--- config.mk ---
export PLATFORM = sky130hd
export DESIGN_NAME = spi_burst_peripheral
export DESIGN_NICKNAME = d
export VERILOG_FILES = /design/src/rtl/spi_burst_peripheral.sv
export SDC_FILE = /design/constraint.sdc
export NUM_CORES = 1
export LEC_CHECK = 0
export ABC_CLOCK_PERIOD_IN_PS = 3100
export CAP_MARGIN = 20
export CORE_MARGIN = 2
export CORE_UTILIZATION = 32
export CTS_CLUSTER_DIAMETER = 50
export DETAILED_ROUTE_END_ITERATION = 16
export SYNTH_ARGS = -nofsm -noshare
export SYNTH_HDL_FRONTEND = slang
export SYNTH_SLANG_ARGS = --single-unit
--- constraint.sdc ---
create_clock -name system_clock -period 3.1 [get_ports system_clock]
set_input_delay 0.775 -clock system_clock [delete_from_list [all_inputs] [get_ports system_clock]]
set_output_delay 0.775 -clock system_clock [all_outputs]
set_load 0.02 [all_outputs]
--- src/rtl/spi_burst_peripheral.sv ---
// spi_burst_peripheral
//   SPI target bridging an external SPI controller onto the internal
//   subperipheral address/data interface. A transaction is an address
//   (ADDRESS_WIDTH bits, MSB first) followed by any number of DATA_WIDTH-bit
//   words. Every complete word is presented as a write, and a read word is
//   requested for each word address and shifted out on CIPO. The address
//   optionally auto-increments per word. All four SPI modes are supported.
//
// Ports
//   system_clock / system_reset        : single clock, synchronous active-high reset
//   spi_select_in / spi_clock_in /
//   spi_data_in                        : asynchronous SPI pins (CS_n, SCLK, COPI)
//   spi_data_out                       : CIPO, registered
//   subperipheral_address_out(_valid)  : current word address, valid while in data phase
//   subperipheral_data_out(_valid)     : last complete write word, one-cycle pulse
//   subperipheral_read_request_out     : one-cycle pulse requesting the read word
//   subperipheral_data_in(_valid)      : read word and its one-cycle qualifier
//   read_underrun_out                  : sticky, a word started before its read data arrived
//   select_abort_out                   : sticky, select deasserted mid-word
module spi_burst_peripheral #(
  parameter int ADDRESS_WIDTH  = 8,
  parameter int DATA_WIDTH     = 8,
  parameter int CPOL           = 0,
  parameter int CPHA           = 0,
  parameter int AUTO_INCREMENT = 1
) (
  input  logic                     system_clock,
  input  logic                     system_reset,
  input  logic                     spi_select_in,
  input  logic                     spi_clock_in,
  input  logic                     spi_data_in,
  output logic                     spi_data_out,
  output logic [ADDRESS_WIDTH-1:0] subperipheral_address_out,
  output logic                     subperipheral_address_out_valid,
  output logic [DATA_WIDTH-1:0]    subperipheral_data_out,
  output logic                     subperipheral_data_out_valid,
  output logic                     subperipheral_read_request_out,
  input  logic [DATA_WIDTH-1:0]    subperipheral_data_in,
  input  logic                     subperipheral_data_in_valid,
  output logic                     read_underrun_out,
  output logic                     select_abort_out
);

  localparam int MAXW = (ADDRESS_WIDTH > DATA_WIDTH) ? ADDRESS_WIDTH : DATA_WIDTH;
  localparam int CW   = (MAXW > 1) ? $clog2(MAXW) : 1;
  localparam logic [CW-1:0] A_START = CW'(ADDRESS_WIDTH - 1);
  localparam logic [CW-1:0] D_START = CW'(DATA_WIDTH - 1);
  localparam logic IDLE_LVL    = (CPOL != 0);
  localparam logic SAMPLE_RISE = (CPOL == CPHA);
  localparam logic LATE_SAMPLE = (CPHA != 0);
  localparam logic AUTO_INC    = (AUTO_INCREMENT != 0);

  typedef enum logic [1:0] {ST_IDLE, ST_ADDRESS, ST_DATA} state_e;

  // Synchronisers. Select resets to the active (low) level so that a select
  // held low across reset release never looks like a fresh falling edge.
  logic sel_m_q, sel_s_q, sel_p_q;
  logic clk_m_q, clk_s_q, clk_p_q;
  logic dat_m_q, dat_s_q;

  state_e                   state_q, state_d;
  logic [CW-1:0]            cnt_q, cnt_d;
  logic [ADDRESS_WIDTH-1:0] addr_sr_q, addr_sr_d;
  logic [ADDRESS_WIDTH-1:0] addr_q, addr_d;
  logic                     addr_vld_q, addr_vld_d;
  logic [DATA_WIDTH-1:0]    wr_sr_q, wr_sr_d;
  logic [DATA_WIDTH-1:0]    dout_q, dout_d;
  logic                     dout_vld_q, dout_vld_d;
  logic                     rreq_q, rreq_d;
  logic                     word_done_q, word_done_d;
  logic [DATA_WIDTH-1:0]    rd_sr_q, rd_sr_d;
  logic                     loaded_q, loaded_d;
  logic                     fshift_q, fshift_d;
  logic                     cipo_q, cipo_d;
  logic                     underrun_q, underrun_d;
  logic                     abort_q, abort_d;

  logic rise, fall, sample_edge, shift_edge, sel_fall, load_ok;

  assign rise        = clk_s_q & ~clk_p_q;
  assign fall        = ~clk_s_q & clk_p_q;
  assign sample_edge = SAMPLE_RISE ? rise : fall;
  assign shift_edge  = SAMPLE_RISE ? fall : rise;
  assign sel_fall    = sel_p_q & ~sel_s_q;

  // Read data may load only while the current word has neither been sampled
  // nor (CPHA=1) had its MSB-launching shift edge.
  assign load_ok = subperipheral_data_in_valid && (state_q == ST_DATA) && !sel_s_q &&
                   (cnt_q == D_START) && !fshift_q;

  always_comb begin
    state_d     = state_q;
    cnt_d       = cnt_q;
    addr_sr_d   = addr_sr_q;
    addr_d      = addr_q;
    addr_vld_d  = addr_vld_q;
    wr_sr_d     = wr_sr_q;
    dout_d      = dout_q;
    dout_vld_d  = 1'b0;
    rreq_d      = 1'b0;
    word_done_d = 1'b0;
    rd_sr_d     = rd_sr_q;
    loaded_d    = loaded_q;
    fshift_d    = fshift_q;
    underrun_d  = underrun_q;
    abort_d     = abort_q;

    // Address advance is deferred one cycle so the address is stable
    // throughout the data_out_valid pulse.
    if (word_done_q && state_q == ST_DATA && !sel_s_q) begin
      if (AUTO_INC) addr_d = addr_q + ADDRESS_WIDTH'(1);
      rreq_d = 1'b1;
    end

    unique case (state_q)
      ST_IDLE: begin
        addr_vld_d = 1'b0;
        if (sel_fall) begin
          state_d = ST_ADDRESS;
          cnt_d   = A_START;
        end
      end
      ST_ADDRESS: begin
        if (sel_s_q) begin
          state_d = ST_IDLE;
          if (cnt_q != A_START) abort_d = 1'b1;
        end else if (sample_edge) begin
          addr_sr_d = ADDRESS_WIDTH'({addr_sr_q, dat_s_q});
          if (cnt_q == '0) begin
            addr_d     = addr_sr_d;
            addr_vld_d = 1'b1;
            rreq_d     = 1'b1;
            state_d    = ST_DATA;
            cnt_d      = D_START;
            rd_sr_d    = '0;
            loaded_d   = 1'b0;
            fshift_d   = 1'b0;
          end else begin
            cnt_d = cnt_q - CW'(1);
          end
        end
      end
      ST_DATA: begin
        if (sel_s_q) begin
          state_d    = ST_IDLE;
          addr_vld_d = 1'b0;
          if (cnt_q != D_START) abort_d = 1'b1;
        end else begin
          if (load_ok) begin
            rd_sr_d  = subperipheral_data_in;
            loaded_d = 1'b1;
          end
          // A shift edge before the first sample only launches the MSB,
          // which is already on the pin, so it does not advance the register.
          if (shift_edge) begin
            if (cnt_q != D_START) begin
              rd_sr_d = DATA_WIDTH'({rd_sr_q, 1'b0});
            end else if (LATE_SAMPLE) begin
              fshift_d = 1'b1;
            end
          end
          if (sample_edge) begin
            wr_sr_d = DATA_WIDTH'({wr_sr_q, dat_s_q});
            if (cnt_q == D_START && !loaded_q && !load_ok) underrun_d = 1'b1;
            if (cnt_q == '0) begin
              dout_d      = wr_sr_d;
              dout_vld_d  = 1'b1;
              word_done_d = 1'b1;
              cnt_d       = D_START;
              rd_sr_d     = '0;
              loaded_d    = 1'b0;
              fshift_d    = 1'b0;
            end else begin
              cnt_d = cnt_q - CW'(1);
            end
          end
        end
      end
      default: state_d = ST_IDLE;
    endcase

    cipo_d = (state_d == ST_DATA) ? rd_sr_d[DATA_WIDTH-1] : 1'b0;
  end

  always_ff @(posedge system_clock) begin
    if (system_reset) begin
      sel_m_q     <= 1'b0;
      sel_s_q     <= 1'b0;
      sel_p_q     <= 1'b0;
      clk_m_q     <= IDLE_LVL;
      clk_s_q     <= IDLE_LVL;
      clk_p_q     <= IDLE_LVL;
      dat_m_q     <= 1'b0;
      dat_s_q     <= 1'b0;
      state_q     <= ST_IDLE;
      cnt_q       <= '0;
      addr_sr_q   <= '0;
      addr_q      <= '0;
      addr_vld_q  <= 1'b0;
      wr_sr_q     <= '0;
      dout_q      <= '0;
      dout_vld_q  <= 1'b0;
      rreq_q      <= 1'b0;
      word_done_q <= 1'b0;
      rd_sr_q     <= '0;
      loaded_q    <= 1'b0;
      fshift_q    <= 1'b0;
      cipo_q      <= 1'b0;
      underrun_q  <= 1'b0;
      abort_q     <= 1'b0;
    end else begin
      sel_m_q     <= spi_select_in;
      sel_s_q     <= sel_m_q;
      sel_p_q     <= sel_s_q;
      clk_m_q     <= spi_clock_in;
      clk_s_q     <= clk_m_q;
      clk_p_q     <= clk_s_q;
      dat_m_q     <= spi_data_in;
      dat_s_q     <= dat_m_q;
      state_q     <= state_d;
      cnt_q       <= cnt_d;
      addr_sr_q   <= addr_sr_d;
      addr_q      <= addr_d;
      addr_vld_q  <= addr_vld_d;
      wr_sr_q     <= wr_sr_d;
      dout_q      <= dout_d;
      dout_vld_q  <= dout_vld_d;
      rreq_q      <= rreq_d;
      word_done_q <= word_done_d;
      rd_sr_q     <= rd_sr_d;
      loaded_q    <= loaded_d;
      fshift_q    <= fshift_d;
      cipo_q      <= cipo_d;
      underrun_q  <= underrun_d;
      abort_q     <= abort_d;
    end
  end

  assign spi_data_out                    = cipo_q;
  assign subperipheral_address_out       = addr_q;
  assign subperipheral_address_out_valid = addr_vld_q;
  assign subperipheral_data_out          = dout_q;
  assign subperipheral_data_out_valid    = dout_vld_q;
  assign subperipheral_read_request_out  = rreq_q;
  assign read_underrun_out               = underrun_q;
  assign select_abort_out                = abort_q;

endmodule

==> results of run 1 <==
-- power groups by stage --
stage	registers (uW)	logic, uW	clock network, uW
after floorplan	774	43.3	0
after global placement	777	67.7	0
after detailed placement	777	68.0	0
after CTS	760	68.4	647
after global routing	761	74.8	681
final	760	67.6	630
-- cell usage in the layout, fill, tap and decap left out, drive strengths merged, types with 2 or more instances in the layout --
cell type	n
nand3	4
nor2b	9
ha	8
nand3b	4
clkdlybuf4s50	34
xor2	5
o31ai	2
nor2	43
mux2i	23
nor3	6
o21ai	3
nand4	5
inv	6
nand2	24
clkinv	3
a21oi	20
xnor2	2
nor3b	3
a211oi	9
buf	4
clkbuf	12
nand2b	6
dfxtp	58
a22o	6
-- layout make-up --
cell class / instances / area share [%]
sequential: 58 / 36.7
inverter: 6 / 0.712
clock buffer: 12 / 4.91
clock inverter: 4 / 0.831
multi-input combinational: 197 / 41.2
tap: 102 / 4.03
timing repair buffer: 38 / 11.6
-- logic make-up after synthesis --
logic type,count (synthesis),synth area share [%]
simple gates,111,22.6
buf+inv,22,3.95
mux,23,8.98
compound gates,48,12.9
xor+xnor,7,2.39
fa+ha+maj,8,3.90
flops,58,45.3
-- registers in the layout, summed over array words and instances, names as in the netlist, 2 cells and up --
| register | cells |
|---|---|
| addr_sr_q | 7 |
| cnt_q | 3 |
| rd_sr_q | 8 |
| state_q | 2 |
| subperipheral_address_out | 8 |
| subperipheral_data_out | 8 |
| wr_sr_q | 7 |
-- synth_stat cells, types with 2 or more instances --
cell type | number | area [um2]
a21oi_1 | 20 | 100
clkbuf_1 | 11 | 41.3
o21ai_0 | 3 | 15.0
nand3b_1 | 3 | 22.5
nor2b_1 | 9 | 56.3
nand4_1 | 5 | 31.3
nor3b_1 | 2 | 15.0
nand2b_1 | 6 | 37.5
buf_6 | 2 | 22.5
o31ai_1 | 2 | 15.0
dfxtp_1 | 58 | 1160
xnor2_1 | 2 | 17.5
inv_1 | 6 | 22.5
xor2_1 | 5 | 43.8
a22o_1 | 6 | 52.6
ha_1 | 8 | 100
buf_2 | 3 | 15.0
nor3_1 | 5 | 25.0
nand2_1 | 24 | 90.1
a211oi_1 | 8 | 60.1
mux2i_1 | 23 | 230
nand3_1 | 4 | 20.0
nor2_1 | 42 | 158
-- through the flow --
| stage | cells | worst slack [ps] |
|---|---|---|
| finish | 417 | 922 |
| floorplan | 277 | 1270 |
| global placement | 401 | 661 |
| detailed placement | 401 | 621 |
| global route | 417 | 733 |
| CTS | 417 | 922 |
-- worst paths after layout --
kind	from	endpoint	depth (start not counted)
worst min register to register	clk_m_q$_SDFF_PP0_	clk_s_q$_SDFF_PP0_	1
worst max register to register	state_q[0]$_SDFF_PP0_	rd_sr_q[6]$_SDFFE_PP0P_	6
worst min-delay path	clk_m_q$_SDFF_PP0_	clk_s_q$_SDFF_PP0_	1
worst max-delay path	state_q[0]$_SDFF_PP0_	rd_sr_q[6]$_SDFFE_PP0P_	6
-- routing by layer --
| metal | vias to the layer above | wire (um) |
|---|---|---|
| met4 | 0 | 121 |
| met1 | 891 | 2600 |
| met5 | - | 0 |
| met3 | 10 | 199 |
| li1 | 1021 | - |
| met2 | 29 | 2210 |
-- worst register-to-register path: cells and delay by family (launching register included) --
family                     cells  cell delay, ps
AOI/OAI and AO/OA              1             250
and+or+nand+nor                3            1070
DFF                            1             330
buffers and inverters          1             120
adders and majority gates      1             360
==> metrics.txt, run 1 <==
status completed; die area 8750 um2; synth warn 0; min Tclk post-route 2180 ps; Switching Share 23.3%; critical path's slowest cell nor3_1; P_leak 0.00121 uW; post-route design area 3160 um2; post-synthesis sequential area ratio 45.3%; sequential share of power 52.1%; Worst-Skew Late Latency 340 ps; drt drc 0; slew of the pin with the lowest slew margin 750 ps; wire per inst 12.3 um; routing usage on met3 4.27%; # fillers 788; Cell Rows 32; Core Box Area 7730 um2; part of the cycle the worst path needs 70.3%; Max clock buf depth 2; CP cell instances inv_1 -> ha_1 -> and2b_1 -> nand3_1 -> nor3_1 -> a22o_1; IO Port Bufs 35; Psw 340 uW; count of flip-flops with a built-in enable after synthesis 0; worst reg2reg setup slack 920 ps; met2 usage 19.4%; pin count of the biggest net entering global routing 49; Hold Fails Final Rpt 0; # setup viols final 0; Buf+Inv Stages, Crit Path 1; Gate power share 4.6%; fmax 0.459 GHz; initial core utilization 33.2%; Async SR Flop Fraction 0%; RSZ-0062 raised after global routing false; WP data arrival 2460 ps; met1 Track Usage GR 16.5%; Final Total Pwr 1460 uW; maximum fanout along the worst path 7; delay-heaviest family, CP simple AND/OR/NAND/NOR gates; Die W 93.5 um; Max-slew headroom 49.6%; I/O pin count 36; all-layer global routing usage 13.0%; Clk pin slew, worst setup/hold paths 70 ps; min-delay worst type flop to flop; footprint of the multi-input gates 1300 um2; Power per Cell Area 461 nW/um2; GPL Wtd Cong 0.729; final setup TNS 0 ps; Resize count post-CTS 0; DPL Wire Length 3.45 mm; vias in the first global route 1,905; initial antenna violation count 0; first-pass GRT wire length 8.87 mm; P&R area growth vs syn 23.3%; total global routing overflow 0; Post-Syn Area per Cell 9.26 um2; first-pass detailed-route iteration total 4; Final ANT Viol Nets 0; Max-Cap Viols 0; Mapped Nets 299; clock skew 12.2 ps; vias per cell 4.68; Area after DPL 2980 um2; total number of vias 1,951; final hold slack 435 ps; post-synthesis cell area 2560 um2; worst path required time 3390 ps; drt total wl 5.13 mm; Synth cell types 43; # hold bufs at CTS 0; ant diodes 0; CP Class flop to flop; P_int 1120 uW; Clock Sink Count 58; most used flip-flop cell after synthesis dfxtp_1; post-CTS setup buffers 0; Root Driver clkbuf_8; Max stage delay on crit path 620 ps; max-slew violations 0; clock share of power 43.2%; CTS tree done; H-tree level count 3; CTS Buf Count 9; Critical Path Start Type flop; Final nets 332; Critical Path End Type flop; Yosys reg bits 58; post-layout util 40.9%; fraction of layout cells with a size suffix above 1 8.25%; chip height 93.5 um; First DRT Iteration DRCs 88; register area 1160 um2; GR peak layer met2; peak supply drop 0.166 mV; Post-Synthesis Cells 277
(Power assumes the default switching activity.)
==> run 2: changes to the inputs <==
--- a/config.mk
+++ b/config.mk
@@ -5,7 +5,7 @@
 export SDC_FILE = /design/constraint.sdc
 export NUM_CORES = 1
 export LEC_CHECK = 0
-export ABC_CLOCK_PERIOD_IN_PS = 3100
+export ABC_CLOCK_PERIOD_IN_PS = 2200
 export CAP_MARGIN = 20
 export CORE_MARGIN = 2
 export CORE_UTILIZATION = 32
==> constraint.sdc (replaced) <==
create_clock -name system_clock -period 2.2 [get_ports system_clock]
set_input_delay 0.55 -clock system_clock [delete_from_list [all_inputs] [get_ports system_clock]]
set_output_delay 0.55 -clock system_clock [all_outputs]
set_load 0.02 [all_outputs]
==> run 2 against run 1 <==
Net effect: final cell count grew 1.7%; maximum frequency grew 9.9%; total power up 48%; first-iteration DRC count is 1.1% lower; cell area increased by 2.5%; routed wire length is 0.58% higher; sequential power increased by 41%.
==> metrics.txt, run 2 (same netlist as run 1, synthesis figures left out) <==
most frequent cells in the layout dfxtp_1, nor2_1, clkdlybuf4s50_1; IO Port Bufs 35; P_leak 0.00125 uW; Critical Path Start Type flop; Max-slew headroom 64.1%; Final nets 339; register area 1160 um2; GPL Wtd Cong 0.725; initial core utilization 33.2%; peak supply drop 0.297 mV; total number of vias 1,964; commonest non-fill, non-tap cell in the layout dfxtp_1; min-delay worst type flop to flop; Critical Path End Type flop; worst path required time 2440 ps; Buf+Inv Stages, Crit Path 1; vias per cell 4.63; CP Class flop to flop; Worst Reg-to-Reg Cells 7; Hold Fails Final Rpt 0; first-pass GRT wire length 8.96 mm; Resize count post-CTS 0; worst reg2reg setup slack 220 ps; Power per Cell Area 664 nW/um2; Clock Sink Count 58; # hold bufs at CTS 0; part of the cycle the worst path needs 90.1%; I/O pin count 36; ant diodes 0; slew of the pin with the lowest slew margin 539 ps; pin count of the biggest net entering global routing 37; Max clock buf depth 2; initial antenna violation count 0; fmax 0.504 GHz; First DRT Iteration DRCs 87; critical path's slowest cell ha_1; final setup TNS 0 ps; r2r startpoint state_q[0]$_SDFF_PP0_; total global routing overflow 0; footprint of the multi-input gates 1300 um2; # fillers 767; Die W 93.5 um; CTS tree done; min Tclk post-route 1980 ps; fraction of layout cells with a size suffix above 1 10.2%; final hold slack 436 ps; Max stage delay on crit path 370 ps; chip height 93.5 um; CP cell instances inv_1 -> ha_1 -> nand4_1 -> nor2_4 -> mux2i_1 -> a21oi_1 -> a22o_1; WP data arrival 2220 ps; vias in the first global route 1,898; post-route design area 3240 um2; Root Driver clkbuf_8; Final Total Pwr 2150 uW; Cell Rows 32; Final ANT Viol Nets 0; Max-Cap Viols 0; drt total wl 5.16 mm; Core Box Area 7730 um2; all-layer global routing usage 13.2%; wire per inst 12.2 um; clock skew 10.2 ps; hold path depth 1; # setup viols final 0; post-CTS setup buffers 0; first-pass detailed-route iteration total 4; drt drc 0; worst flop-to-flop path endpoint rd_sr_q[6]$_SDFFE_PP0P_; max-slew violations 0; delay-heaviest family, CP simple AND/OR/NAND/NOR gates; Worst Hold End dat_s_q$_SDFF_PP0_; RSZ-0062 raised after global routing false; Area after DPL 3050 um2; CTS Buf Count 9; status completed; DPL Wire Length 3.57 mm; Clk pin slew, worst setup/hold paths 70 ps; maximum fanout along the worst path 8; Worst-Skew Late Latency 350 ps; die area 8750 um2; H-tree level count 3; HP Start dat_m_q$_SDFF_PP0_; P&R area growth vs syn 26.4%
==> run 2: cell count changes in the layout (fill, tap and decap cells not counted), sizes merged <==
cell,previous run,this run
clkinvlp,1,0
clkbuf,12,11
buf,4,11
bufinv,0,1
clkinv,3,4
==> run 2: through the flow <==
| step | utilization [%] | std cells | setup WS, ps |
|---|---|---|---|
| floorplan | - | 277 | 372 |
| global placement | 39.4 | 408 | 57.1 |
| detailed placement | 39.4 | 408 | 24.1 |
| CTS | 42.0 | 424 | 203 |
| global route | 42.0 | 424 | 71.4 |
| finish | 42.0 | 424 | 217 |
==> run 2: layer usage <==
metal / share of wire, % / vias to the layer above / global-route usage [%]
met5: 0 / - / 0
met4: 2.7 / 0 / 6.88
met3: 4.6 / 14 / 4.83
met2: 44 / 31 / 19.5
met1: 49 / 883 / 16.7
li1: - / 1036 / -
==> run 2: layout make-up <==
type                            instances  share of cell area [%]
Multi-Input combinational cell        197                    40.2
Clock buffer                           11                    4.36
Timing Repair Buffer                   45                    13.4
Clock inverter                          5                    1.66
Sequential cell                        58                    35.8
Tap cell                              102                    3.94
Inverter                                6                   0.695
==> run 2: worst max path at each step <==
stage / startpoint / depth (start not counted) / to
after global placement: subperipheral_data_in_valid / 6 / rd_sr_q[6]$_SDFFE_PP0P_
final: state_q[0]$_SDFF_PP0_ / 7 / rd_sr_q[6]$_SDFFE_PP0P_
after floorplan: state_q[0]$_SDFF_PP0_ / 8 / cnt_q[0]$_SDFFE_PP0P_
after global routing: state_q[0]$_SDFF_PP0_ / 7 / subperipheral_data_out[5]$_SDFFE_PP0P_
after detailed placement: subperipheral_data_in_valid / 6 / rd_sr_q[6]$_SDFFE_PP0P_
after CTS: state_q[0]$_SDFF_PP0_ / 7 / rd_sr_q[6]$_SDFFE_PP0P_
==> run 2: worst register-to-register path, delay by kind of cell, from the launching register on <==
family | cells | cell delay [ps]
compound gates | 2 | 310
mux | 1 | 230
flops | 1 | 330
fa+ha+maj | 1 | 370
simple gates | 2 | 540
buf+inv | 1 | 110
==> run 2: power breakdown <==
part | switching, uW | internal (uW) | leakage (uW)
sequential | 9.90 | 1060 | 0.000469
combinational | 50.1 | 50.6 | 0.000682
clock | 433 | 550 | 0.000103
